==> src/rtl/jesd_pkg.sv <==
// Shared constants and types for the JESD204B transmit link-layer sequencer.
package jesd_pkg;

   localparam logic [7:0] K28_5 = 8'hBC;   // /K/ code group sync
   localparam logic [7:0] K28_0 = 8'h1C;   // /R/ multiframe start
   localparam logic [7:0] K28_3 = 8'h7C;   // /A/ multiframe end
   localparam logic [7:0] K28_4 = 8'h9C;   // /Q/ config follows

   localparam int CFG_OCTETS = 14;
   localparam int LID_OCTET  = 3;

   typedef enum logic [1:0] {
      LS_CGS  = 2'd0,
      LS_ILAS = 2'd1,
      LS_DATA = 2'd2
   } link_state_t;

   typedef struct packed {
      logic       k;
      logic [7:0] data;
   } octet_t;

   function automatic int cnt_width(input int n);
      return (n > 1) ? $clog2(n) : 1;
   endfunction

   // ILAS octet o of multiframe mf for a given lane; cfg octet 0 sits in bits [111:104].
   function automatic octet_t ilas_octet(input int o, input int mf, input int lane,
                                         input int mf_cyc, input logic [111:0] cfg);
      octet_t       r;
      logic [111:0] shifted;
      logic [7:0]   c;
      r.k     = 1'b0;
      r.data  = 8'(o);
      shifted = '0;
      c       = 8'h00;
      if (o == 0) begin
         r.k    = 1'b1;
         r.data = K28_0;
      end else if (o == 2 * mf_cyc - 1) begin
         r.k    = 1'b1;
         r.data = K28_3;
      end else if (mf == 1 && o == 1) begin
         r.k    = 1'b1;
         r.data = K28_4;
      end else if (mf == 1 && o >= 2 && o < 2 + CFG_OCTETS) begin
         shifted = cfg << (8 * (o - 2));
         c       = shifted[111:104];
         if (o - 2 == LID_OCTET) begin
            c[4:0] = 5'(lane);
         end
         r.data = c;
      end
      return r;
   endfunction

endpackage

==> src/rtl/jesd_lmfc_counter.sv <==
// Local multiframe clock counter: free-running 0..MF_CYC-1 from reset release.
module jesd_lmfc_counter
   import jesd_pkg::*;
#(
   parameter int MF_CYC = 16,
   parameter int CNT_W  = cnt_width(MF_CYC)
)(
   input  logic             clock,
   input  logic             reset,
   output logic [CNT_W-1:0] lmfc_cnt,
   output logic             lmfc_edge
);

   localparam logic [CNT_W-1:0] CNT_LAST = CNT_W'(MF_CYC - 1);

   logic [CNT_W-1:0] cnt_reg;
   logic [CNT_W-1:0] cnt_next;

   always_comb begin
      cnt_next = (cnt_reg == CNT_LAST) ? '0 : cnt_reg + 1'b1;
   end

   always_ff @(posedge clock or negedge reset) begin
      if (!reset) begin
         cnt_reg <= '0;
      end else begin
         cnt_reg <= cnt_next;
      end
   end

   assign lmfc_cnt  = cnt_reg;
   assign lmfc_edge = (cnt_reg == '0);

endmodule

==> src/rtl/jesd_tx_link_sequencer.sv <==
// JESD204B transmit link sequencer: CGS -> ILAS -> DATA, aligned to the LMFC,
// with per-lane octet muxing and K-character flags for the 8b/10b encoders.
module jesd_tx_link_sequencer
   import jesd_pkg::*;
#(
   parameter int DATA_WIDTH = 64,
   parameter int LANES      = 4,
   parameter int F          = 2,
   parameter int K          = 16,
   parameter int ILAS_MF    = 4
)(
   input  logic                    clock,
   input  logic                    reset,
   input  logic                    sync_n,
   input  logic [DATA_WIDTH-1:0]   tx_datain,
   input  logic [111:0]            ilas_cfg,
   output logic                    tx_ready,
   output logic [DATA_WIDTH-1:0]   tx_data,
   output logic [DATA_WIDTH/8-1:0] tx_charisk,
   output logic [1:0]              link_state,
   output logic                    lmfc_edge
);

   localparam int MF_CYC = F * K / 2;
   localparam int CNT_W  = cnt_width(MF_CYC);
   localparam int MF_W   = cnt_width(ILAS_MF);
   localparam logic [CNT_W-1:0] CNT_LAST = CNT_W'(MF_CYC - 1);
   localparam logic [MF_W-1:0]  MF_LAST  = MF_W'(ILAS_MF - 1);

   logic [CNT_W-1:0]        lmfc_cnt;
   logic                    cnt_edge;
   logic                    mf_last_cyc;

   link_state_t             state_reg;
   link_state_t             state_next;
   link_state_t             out_state;
   logic [MF_W-1:0]         mf_idx_reg;
   logic [MF_W-1:0]         mf_idx_next;

   logic [DATA_WIDTH-1:0]   tx_data_next;
   logic [DATA_WIDTH/8-1:0] charisk_next;
   logic [DATA_WIDTH-1:0]   tx_data_reg;
   logic [DATA_WIDTH/8-1:0] charisk_reg;
   logic                    tx_ready_reg;
   link_state_t             link_state_reg;
   logic                    lmfc_edge_reg;

   jesd_lmfc_counter #(
      .MF_CYC (MF_CYC),
      .CNT_W  (CNT_W)
   ) u_lmfc (
      .clock     (clock),
      .reset     (reset),
      .lmfc_cnt  (lmfc_cnt),
      .lmfc_edge (cnt_edge)
   );

   assign mf_last_cyc = (lmfc_cnt == CNT_LAST);

   // State, multiframe index and all output registers.
   always_ff @(posedge clock or negedge reset) begin
      if (!reset) begin
         state_reg      <= LS_CGS;
         mf_idx_reg     <= '0;
         tx_data_reg    <= '0;
         charisk_reg    <= '0;
         tx_ready_reg   <= 1'b0;
         link_state_reg <= LS_CGS;
         lmfc_edge_reg  <= 1'b0;
      end else begin
         state_reg      <= state_next;
         mf_idx_reg     <= mf_idx_next;
         tx_data_reg    <= tx_data_next;
         charisk_reg    <= charisk_next;
         tx_ready_reg   <= (state_next == LS_DATA);
         link_state_reg <= out_state;
         lmfc_edge_reg  <= cnt_edge;
      end
   end

   always_comb begin
      state_next  = state_reg;
      mf_idx_next = mf_idx_reg;
      case (state_reg)
         LS_CGS: begin
            if (sync_n && mf_last_cyc) begin
               state_next = LS_ILAS;
            end
         end
         LS_ILAS: begin
            if (!sync_n) begin
               state_next = LS_CGS;
            end else if (mf_last_cyc) begin
               if (mf_idx_reg == MF_LAST) begin
                  state_next = LS_DATA;
               end else begin
                  mf_idx_next = mf_idx_reg + 1'b1;
               end
            end
         end
         LS_DATA: begin
            if (!sync_n) begin
               state_next = LS_CGS;
            end
         end
         default: state_next = LS_CGS;
      endcase
      if (state_next != LS_ILAS) begin
         mf_idx_next = '0;
      end
   end

   // A resync request overrides the current cycle so /K/ appears one cycle later.
   always_comb begin
      out_state = state_reg;
      if (state_reg != LS_CGS && !sync_n) begin
         out_state = LS_CGS;
      end
   end

   for (genvar gi = 0; gi < LANES; gi++) begin : g_lane
      octet_t      first_oct;
      octet_t      second_oct;
      logic [15:0] lane_data;
      logic [1:0]  lane_k;

      assign first_oct  = ilas_octet(2 * int'(lmfc_cnt), int'(mf_idx_reg), gi, MF_CYC, ilas_cfg);
      assign second_oct = ilas_octet(2 * int'(lmfc_cnt) + 1, int'(mf_idx_reg), gi, MF_CYC, ilas_cfg);

      always_comb begin
         lane_data = {K28_5, K28_5};
         lane_k    = 2'b11;
         case (out_state)
            LS_ILAS: begin
               lane_data = {first_oct.data, second_oct.data};
               lane_k    = {first_oct.k, second_oct.k};
            end
            LS_DATA: begin
               lane_data = tx_datain[16*gi +: 16];
               lane_k    = 2'b00;
            end
            default: ;
         endcase
      end

      assign tx_data_next[16*gi +: 16] = lane_data;
      assign charisk_next[2*gi +: 2]   = lane_k;
   end

   assign tx_data    = tx_data_reg;
   assign tx_charisk = charisk_reg;
   assign tx_ready   = tx_ready_reg;
   assign link_state = link_state_reg;
   assign lmfc_edge  = lmfc_edge_reg;

endmodule
==> config.mk <==
export PLATFORM = sky130hd
export DESIGN_NAME = jesd_tx_link_sequencer
export DESIGN_NICKNAME = d
export VERILOG_FILES = /design/src/rtl/jesd_pkg.sv /design/src/rtl/jesd_lmfc_counter.sv /design/src/rtl/jesd_tx_link_sequencer.sv
export SDC_FILE = /design/constraint.sdc
export NUM_CORES = 1
export LEC_CHECK = 0
export ABC_AREA = 1
export CORE_UTILIZATION = 35
export DETAILED_ROUTE_END_ITERATION = 8
export HOLD_SLACK_MARGIN = 0.12
export PLACE_DENSITY_LB_ADDON = 0.08
export SYNTH_ARGS = -nofsm -noshare
export SYNTH_HDL_FRONTEND = slang
export SYNTH_SLANG_ARGS = --single-unit
==> constraint.sdc <==
create_clock -name clock -period 2.1 [get_ports clock]
set_input_delay 0.42 -clock clock [delete_from_list [all_inputs] [get_ports clock]]
set_output_delay 0.42 -clock clock [all_outputs]
set_load 0.1 [all_outputs]
======== After elaboration in Yosys (flattened, before gate mapping) ========
Index checks and enable logic that the tools add are counted.
word-level totals
  input port bits ......................... 179
  output and inout bits ................... 76
  register bits ........................... 84
  word-level logic and storage cells ...... 104
operators by class
  shift operators ......................... 2
  multiplexer cells ....................... 54
  order comparisons ....................... 4
  reduce and logical (&&, ||, !) cells .... 17
  equal/unequal tests ..................... 14
  add/sub/neg operators ................... 5
operators with widths
  cell                   count
  $shl A112 B32 Y112     2
  $pmux W16 S2           4
  $mux W9                12
  $mux W8                12
  $logic_not A32 Y1      2
  $mux W5                8
  $mux W2                11
  $pmux W2 S2            4
  $eq A2 B2 Y1 const B   5
  $reduce_bool A2 Y1     4
  $eq A7 B3 Y1 const B   1
  $logic_and A1 B1 Y1    7
  $sub A6 B2 Y7 const B  1
  $add A5 B1 Y6 const B  1
  $eq A6 B1 Y1 const B   1
  $eq A6 B3 Y1 const B   1
  $eq A6 B5 Y1 const B   1
  $ge A6 B2 Y1 const B   1
  $lt A6 B5 Y1 const B   1
  $pmux W2 S3            1
  $sub A5 B2 Y6 const B  1
  $ge A5 B2 Y1 const B   1
  $lt A5 B5 Y1 const B   1
  $add A4 B1 Y4 const B  1
  other kinds (10)       12

======== Logic depth before layout (Yosys ltp) ========
  depth in word-level cells ............... 9
  gate-level depth with buffers ........... 16

======== By module ========
A second synthesis with hierarchy kept.
unflattened totals
  cells, all modules ...................... 594
  area total of the unflattened synthesis .. 4,394.2 um^2
by module, submodules not included
  module                  cells an instance  area an instance (um^2)  instances  sequential area each (um^2)
  jesd_tx_link_sequencer  576                4,206.5                  1          1,851.8
  jesd_lmfc_counter       18                 187.7                    1          100.1

======== Least setup slack after synthesis ========
Ideal clock, no wire load.
  kind .................................... register to register
  start point ............................. register u_lmfc.cnt_reg[0] (netlist: u_lmfc.lmfc_cnt[0])
  end point ............................... register tx_data_reg[24] (netlist: tx_data[24])
  slack ................................... -0.218 ns
  setup time .............................. 0.078 ns
  arrival time ............................ 2.240 ns
  cell stages (with the launch flop) ...... 17
  path buffers ............................ 5
  period minus slack after synthesis ...... 2.318 ns
  path through ............................ dfrtp_1 buf_4 inv_2 buf_4 buf_2 ha_1 buf_4 inv_4 nand2_1 inv_2 buf_4 nand2_1 o21ai_0 o21ai_0 nand2_1 nand3_1 a21oi_1
on the way
  cells in the longest elaborated chain, start to end .. 6
  elaborated cells on any way between the ends .. 12
ends and longest elaborated chain
  element                                                line                                            source
  from (decl)                                            jesd_lmfc_counter.sv:16                         logic [CNT_W-1:0] cnt_reg;
  from (signal assigned)                                 jesd_lmfc_counter.sv:27                         cnt_reg <= cnt_next;
  $sub A5 B2 Y6 / $ge A5 B2 Y1 (equally long branches)   jesd_pkg.sv:47, jesd_pkg.sv:49, jesd_pkg.sv:46
  $shl A112 B32 Y112 (tied with other cells)             jesd_pkg.sv:47                                  shifted = cfg << (8 * (o - 2));
  $mux W5 / $logic_and A1 B1 Y1 (equally long branches)  jesd_pkg.sv:49, jesd_pkg.sv:46
  $mux W8                                                jesd_pkg.sv:46                                  end else if (mf == 1 && o >= 2 && o < 2 + CFG_OCTETS) begin
  $mux W9 *                                              jesd_pkg.sv:37                                  if (o == 0) begin
  $pmux W16 S2 *                                         jesd_tx_link_sequencer.sv:133                   case (out_state)
  via g_lane[1].lane_data[8]                             jesd_tx_link_sequencer.sv:124                   logic [15:0] lane_data;
  to (signal assigned)                                   jesd_tx_link_sequencer.sv:73                    tx_data_reg <= tx_data_next;
  to (decl)                                              jesd_tx_link_sequencer.sv:42                    logic [DATA_WIDTH-1:0] tx_data_reg;
Mark *: on every way through the listed nets, which the timed path passes. The rest lies on a longest branch.
A chain may end at the register's enable or synchronous reset.

======== Worst setup path in the final report ========
  start point ............................. register u_lmfc.cnt_reg[2] (netlist: u_lmfc.lmfc_cnt[2])
  end point ............................... register tx_data_reg[50] (netlist: tx_data[50])
on the way
  cells in the longest elaborated chain, start to end .. 9
  elaborated cells on any way between the ends .. 18
ends and longest elaborated chain
  element                                                line                                            source
  $add A5 B1 Y6 *                                        jesd_tx_link_sequencer.sv:128                   assign second_oct = ilas_octet(2 * int'(lmfc_cnt) + 1, int'(mf_idx_reg), gi, MF_CYC, ilas_cfg);
  $sub A6 B2 Y7 / $ge A6 B2 Y1 (equally long branches)   jesd_pkg.sv:47, jesd_pkg.sv:49, jesd_pkg.sv:46
  $shl A112 B32 Y112 (tied with other cells)             jesd_pkg.sv:47
  $mux W5 / $logic_and A1 B1 Y1 (equally long branches)  jesd_pkg.sv:49, jesd_pkg.sv:46
  $mux W8                                                jesd_pkg.sv:46
  $mux W8                                                jesd_pkg.sv:43                                  end else if (mf == 1 && o == 1) begin
  $mux W9                                                jesd_pkg.sv:40                                  end else if (o == 2 * mf_cyc - 1) begin
  $mux W9 *                                              jesd_pkg.sv:37
  $pmux W16 S2 *                                         jesd_tx_link_sequencer.sv:133
  via g_lane[3].lane_data[2]                             jesd_tx_link_sequencer.sv:124
Marks and branches as above.

==> results_tabular.tex <==
\begin{tabular}{lr}
\hline
Metric & Value \\
\hline
\multicolumn{2}{l}{\textbf{Status}} \\
Result of the run & finished clean \\
\multicolumn{2}{l}{\textbf{Critical path}} \\
Critical path data arrival time & 2.25 ns \\
RR Endpoint & tx\_data[50] \\
Minimum setup slack among reg-to-reg paths & 0.11 ns \\
Peak fanout along the critical path & 8 \\
Critical Path Sink Type & flip-flop \\
Critical path origin & u\_lmfc.lmfc\_cnt[2] \\
Worst reg-to-reg path cell count & 8 \\
Worst path required time & 2.37 ns \\
Capture point of the critical path & tx\_data[50] \\
Setup CP Type & flip-flop to flip-flop \\
R2R Path Start & u\_lmfc.lmfc\_cnt[2] \\
Crit start category & flip-flop \\
\multicolumn{2}{l}{\textbf{Global route}} \\
Overall track demand over capacity in global routing & 25.94\% \\
Overflow left after global routing & 0 \\
Global-route wire length before repair & 25410 um \\
Initial antenna violation count & 0 \\
Via count of the first global-routing pass & 4933 \\
Largest net degree at the start of global routing & 44 \\
\multicolumn{2}{l}{\textbf{Hold path}} \\
Hold path cells & 1 \\
Path category of the worst min-delay check & flip-flop to flip-flop \\
\multicolumn{2}{l}{\textbf{Logic synthesis}} \\
Number of synthesized register bits & 78 \\
EDFF count, synth & 0 \\
Mean instance size in the synthesized netlist & 7.441 um2 \\
Number of cells produced by synthesis & 586 \\
Cell variety after synth & 33 \\
List of most frequent post-synthesis cells & sky130\_fd\_sc\_hd\_\_nand2\_1 (203), sky130\_fd\_sc\_hd\_\_nand3\_1 (81), sky130\_fd\_sc\_hd\_\_dfrtp\_1 (78) \\
Mapped Area & $\sim$4400 um2 \\
Leading cell type by number of instances after synthesis & sky130\_fd\_sc\_hd\_\_nand2\_1 \\
Sequential element share of the synthesized area & 44.76\% \\
Dominant cells by area after synthesis & sky130\_fd\_sc\_hd\_\_dfrtp\_1 (45\%), sky130\_fd\_sc\_hd\_\_nand2\_1 (17\%), sky130\_fd\_sc\_hd\_\_nand3\_1 (9.3\%) \\
Fraction of post-synthesis cell area in the top cell type by area & 44.76\% \\
Dominant register cell in the synthesized netlist & sky130\_fd\_sc\_hd\_\_dfrtp\_1 \\
Proportion of synthesized flip-flops having asynchronous set or reset & 100.0\% \\
Cell type contributing the most total cell area after synthesis & sky130\_fd\_sc\_hd\_\_dfrtp\_1 \\
Number of warnings printed during yosys synthesis & 0 \\
Syn Nets & roughly 770 \\
\multicolumn{2}{l}{\textbf{Die}} \\
Die Span X & 113.6 um \\
Die Y-Extent & 113.6 um \\
Core ar. & 12060 um2 \\
Number of standard-cell rows in the floorplan & 40 \\
Starting density of the core & 36.15\% \\
Count of boundary I/O pins & 255 \\
Area enclosed by the die boundary & 12910 um2 \\
\multicolumn{2}{l}{\textbf{CTS}} \\
Worst-skew pair later-pin latency & about 0.34 ns \\
Clock-pin slew reported for the worst setup and hold paths after clock tree synthesis & roughly 0.060 ns \\
Level count of the clock H-tree & 3 \\
Maximum count of clock buffers along a single path & 2 \\
Clock tree from TritonCTS & yes \\
Buffer cell driving the clock tree root & sky130\_fd\_sc\_hd\_\_clkbuf\_16 \\
Clock sink count & 78 \\
Number of buffers added by the clock tree synthesis step & 9 \\
\multicolumn{2}{l}{\textbf{Power}} \\
P\_leak & 3.243 nW \\
Worst voltage drop across the vdd grid & 396.5 uV \\
Power density normalized to cell area & 556.8 nW/um2 \\
\multicolumn{2}{l}{\textbf{Route}} \\
Count of unresolved DRC violations after routing & 0 \\
WL/cell & 16.18 um \\
Count of routing violations after the opening detailed-route iteration & 340 \\
Final wirelength & roughly 16000 um \\
Average vias per placed instance & 4.902 \\
Via count & 4976 \\
Number of nets still failing antenna checks after routing & 0 \\
Detailed-routing iteration count for the pre-antenna-repair pass & 5 \\
\multicolumn{2}{l}{\textbf{STA}} \\
Final Setup Violations & 0 \\
Post-layout minimum cycle time & 1.985 ns \\
Final period utilization & 94.53\% \\
Unrepaired setup endpoints after global routing & true \\
Relative slew slack & 64.65\% \\
Hold Worst Slack & 0.5608 ns \\
Slew of the pin with the lowest slew margin & 0.5302 ns \\
Largest clock skew in the final design & 0.006362 ns \\
Final Max Tran Viols & 0 \\
F\_max & 0.5037 GHz \\
Hold Violations, Final & 0 \\
\multicolumn{2}{l}{\textbf{Place}} \\
Post-Place Cells & 998 \\
Port Buffers & $\sim$250 \\
Detail Placement HPWL & 12970 um \\
Gpl congestion & 0.8661 \\
\multicolumn{2}{l}{\textbf{Flow run}} \\
Max-cap violations & 0 \\
\multicolumn{2}{l}{\textbf{Finish}} \\
Share of layout cells above drive strength 1 & 17.83\% \\
Post-route insts no fill & 1015 \\
Filler cell count & 1048 \\
Max FFs per register & 64 \\
Ant. Diodes & 0 \\
Area growth from synthesis to final layout & 70.04\% \\
NumNets Final & between 1k and 1.5k \\
\hline
\end{tabular}
-- report_power, final --
part           switching (mW)  leakage, nW  internal (mW)
registers              0.0157        0.916           1.55
logic                   0.521         2.18          0.403
clock network           0.610        0.152           1.03
-- layer usage --
layer	global-route usage (%)	part of all wire (%)	up-vias	wire length, um
li1	-	-	2441	-
met1	29.18	39	2297	6417
met2	47.32	51	199	8435
met3	5.420	6.0	39	988
met4	11.14	3.5	0	576
met5	0	0	-	0
-- layout make-up --
class / instances / area, um2 / share of cell area, %
Sequential cell: 78 / 1952 / 26.32
Inverter: 25 / 98.84 / 1.333
Multi-Input combinational cell: 441 / 2165 / 29.19
Clock inverter: 6 / 86.33 / 1.164
Tap cell: 168 / 210.2 / 2.835
Timing Repair Buffer: 288 / 2678 / 36.11
Clock buffer: 9 / 225.2 / 3.037
-- cell families (layout without fill, tap and decap cells) --
group | Yosys count | after routing | share of synthesized area (%)
multiplexers | 1 | 1 | 0.2296
buffers and inverters | 67 | 328 | 7.575
AO/OA/AOI/OAI | 93 | 93 | 11.99
AND/OR/NAND/NOR | 334 | 334 | 31.88
flip-flops | 78 | 78 | 44.76
XOR/XNOR | 4 | 4 | 0.9758
adder cells (fa/ha/maj) | 9 | 9 | 2.583
-- worst min-delay path by stage --
stage               slack [ns]             to         start
floorplan                 0.12  link_state[0]         reset
global placement          0.42    tx_data[20]         reset
detailed placement        0.43    tx_data[20]         reset
CTS                       0.56       tx_ready  state_reg[0]
global route              0.60       tx_ready  state_reg[0]
finish                    0.56       tx_ready  state_reg[0]
-- stage by stage --
step	utilization [%]	setup TNS (ns)	setup WS [ns]	total power [mW]	instance area [um2]
detailed placement	58.10	-0.9529	-0.1162	2.511	7008
floorplan	-	0	0.003720	2.026	4407
CTS	60.77	0	0.01621	4.155	7330
global placement	58.10	-0.3584	-0.06166	2.508	7008
global route	61.47	-0.1136	-0.03487	4.260	7415
finish	61.47	0	0.1148	4.128	7415
-- critical path: stages, from the launching register on --
cell                       delay, ns
sky130_fd_sc_hd__dfrtp_1        0.52
sky130_fd_sc_hd__nor2_2         0.32
sky130_fd_sc_hd__nand2_1        0.16
sky130_fd_sc_hd__inv_1          0.25
sky130_fd_sc_hd__nand2_1        0.18
sky130_fd_sc_hd__o211ai_1       0.15
sky130_fd_sc_hd__o21ai_2        0.09
sky130_fd_sc_hd__buf_4          0.16
sky130_fd_sc_hd__nand3_1        0.08
-- placed cells by master (no fill, tap or decap), types with 2 or more instances in the layout --
| master | count |
|---|---|
| sky130_fd_sc_hd__nand2_1 | 200 |
| sky130_fd_sc_hd__clkdlybuf4s50_1 | 177 |
| sky130_fd_sc_hd__buf_4 | 103 |
| sky130_fd_sc_hd__nand3_1 | 80 |
| sky130_fd_sc_hd__dfrtp_1 | 78 |
| sky130_fd_sc_hd__a21oi_1 | 46 |
| sky130_fd_sc_hd__nor2_1 | 33 |
| sky130_fd_sc_hd__o21ai_0 | 25 |
| sky130_fd_sc_hd__inv_1 | 22 |
| sky130_fd_sc_hd__clkbuf_16 | 9 |
| sky130_fd_sc_hd__o211ai_1 | 7 |
| sky130_fd_sc_hd__ha_1 | 6 |
| sky130_fd_sc_hd__nor2_2 | 5 |
| sky130_fd_sc_hd__buf_12 | 5 |
| sky130_fd_sc_hd__nand2_2 | 4 |
| sky130_fd_sc_hd__nand4_1 | 4 |
| sky130_fd_sc_hd__or2_2 | 3 |
| sky130_fd_sc_hd__a31oi_1 | 3 |
| sky130_fd_sc_hd__o221ai_1 | 3 |
| sky130_fd_sc_hd__inv_4 | 2 |
| sky130_fd_sc_hd__xor2_1 | 2 |
| sky130_fd_sc_hd__o32ai_1 | 2 |
| sky130_fd_sc_hd__ha_4 | 2 |
| sky130_fd_sc_hd__clkinv_2 | 2 |
| sky130_fd_sc_hd__bufinv_16 | 2 |
| sky130_fd_sc_hd__buf_6 | 2 |
-- what timing repair did --
item                                    CTS  global route
setup buffers                             0             1
resized for setup                         0            19
endpoints found under the hold margin    37             0
hold buffers                              1             0
endpoints found under the setup margin    0            42
Power figures use the tool's default switching activity.
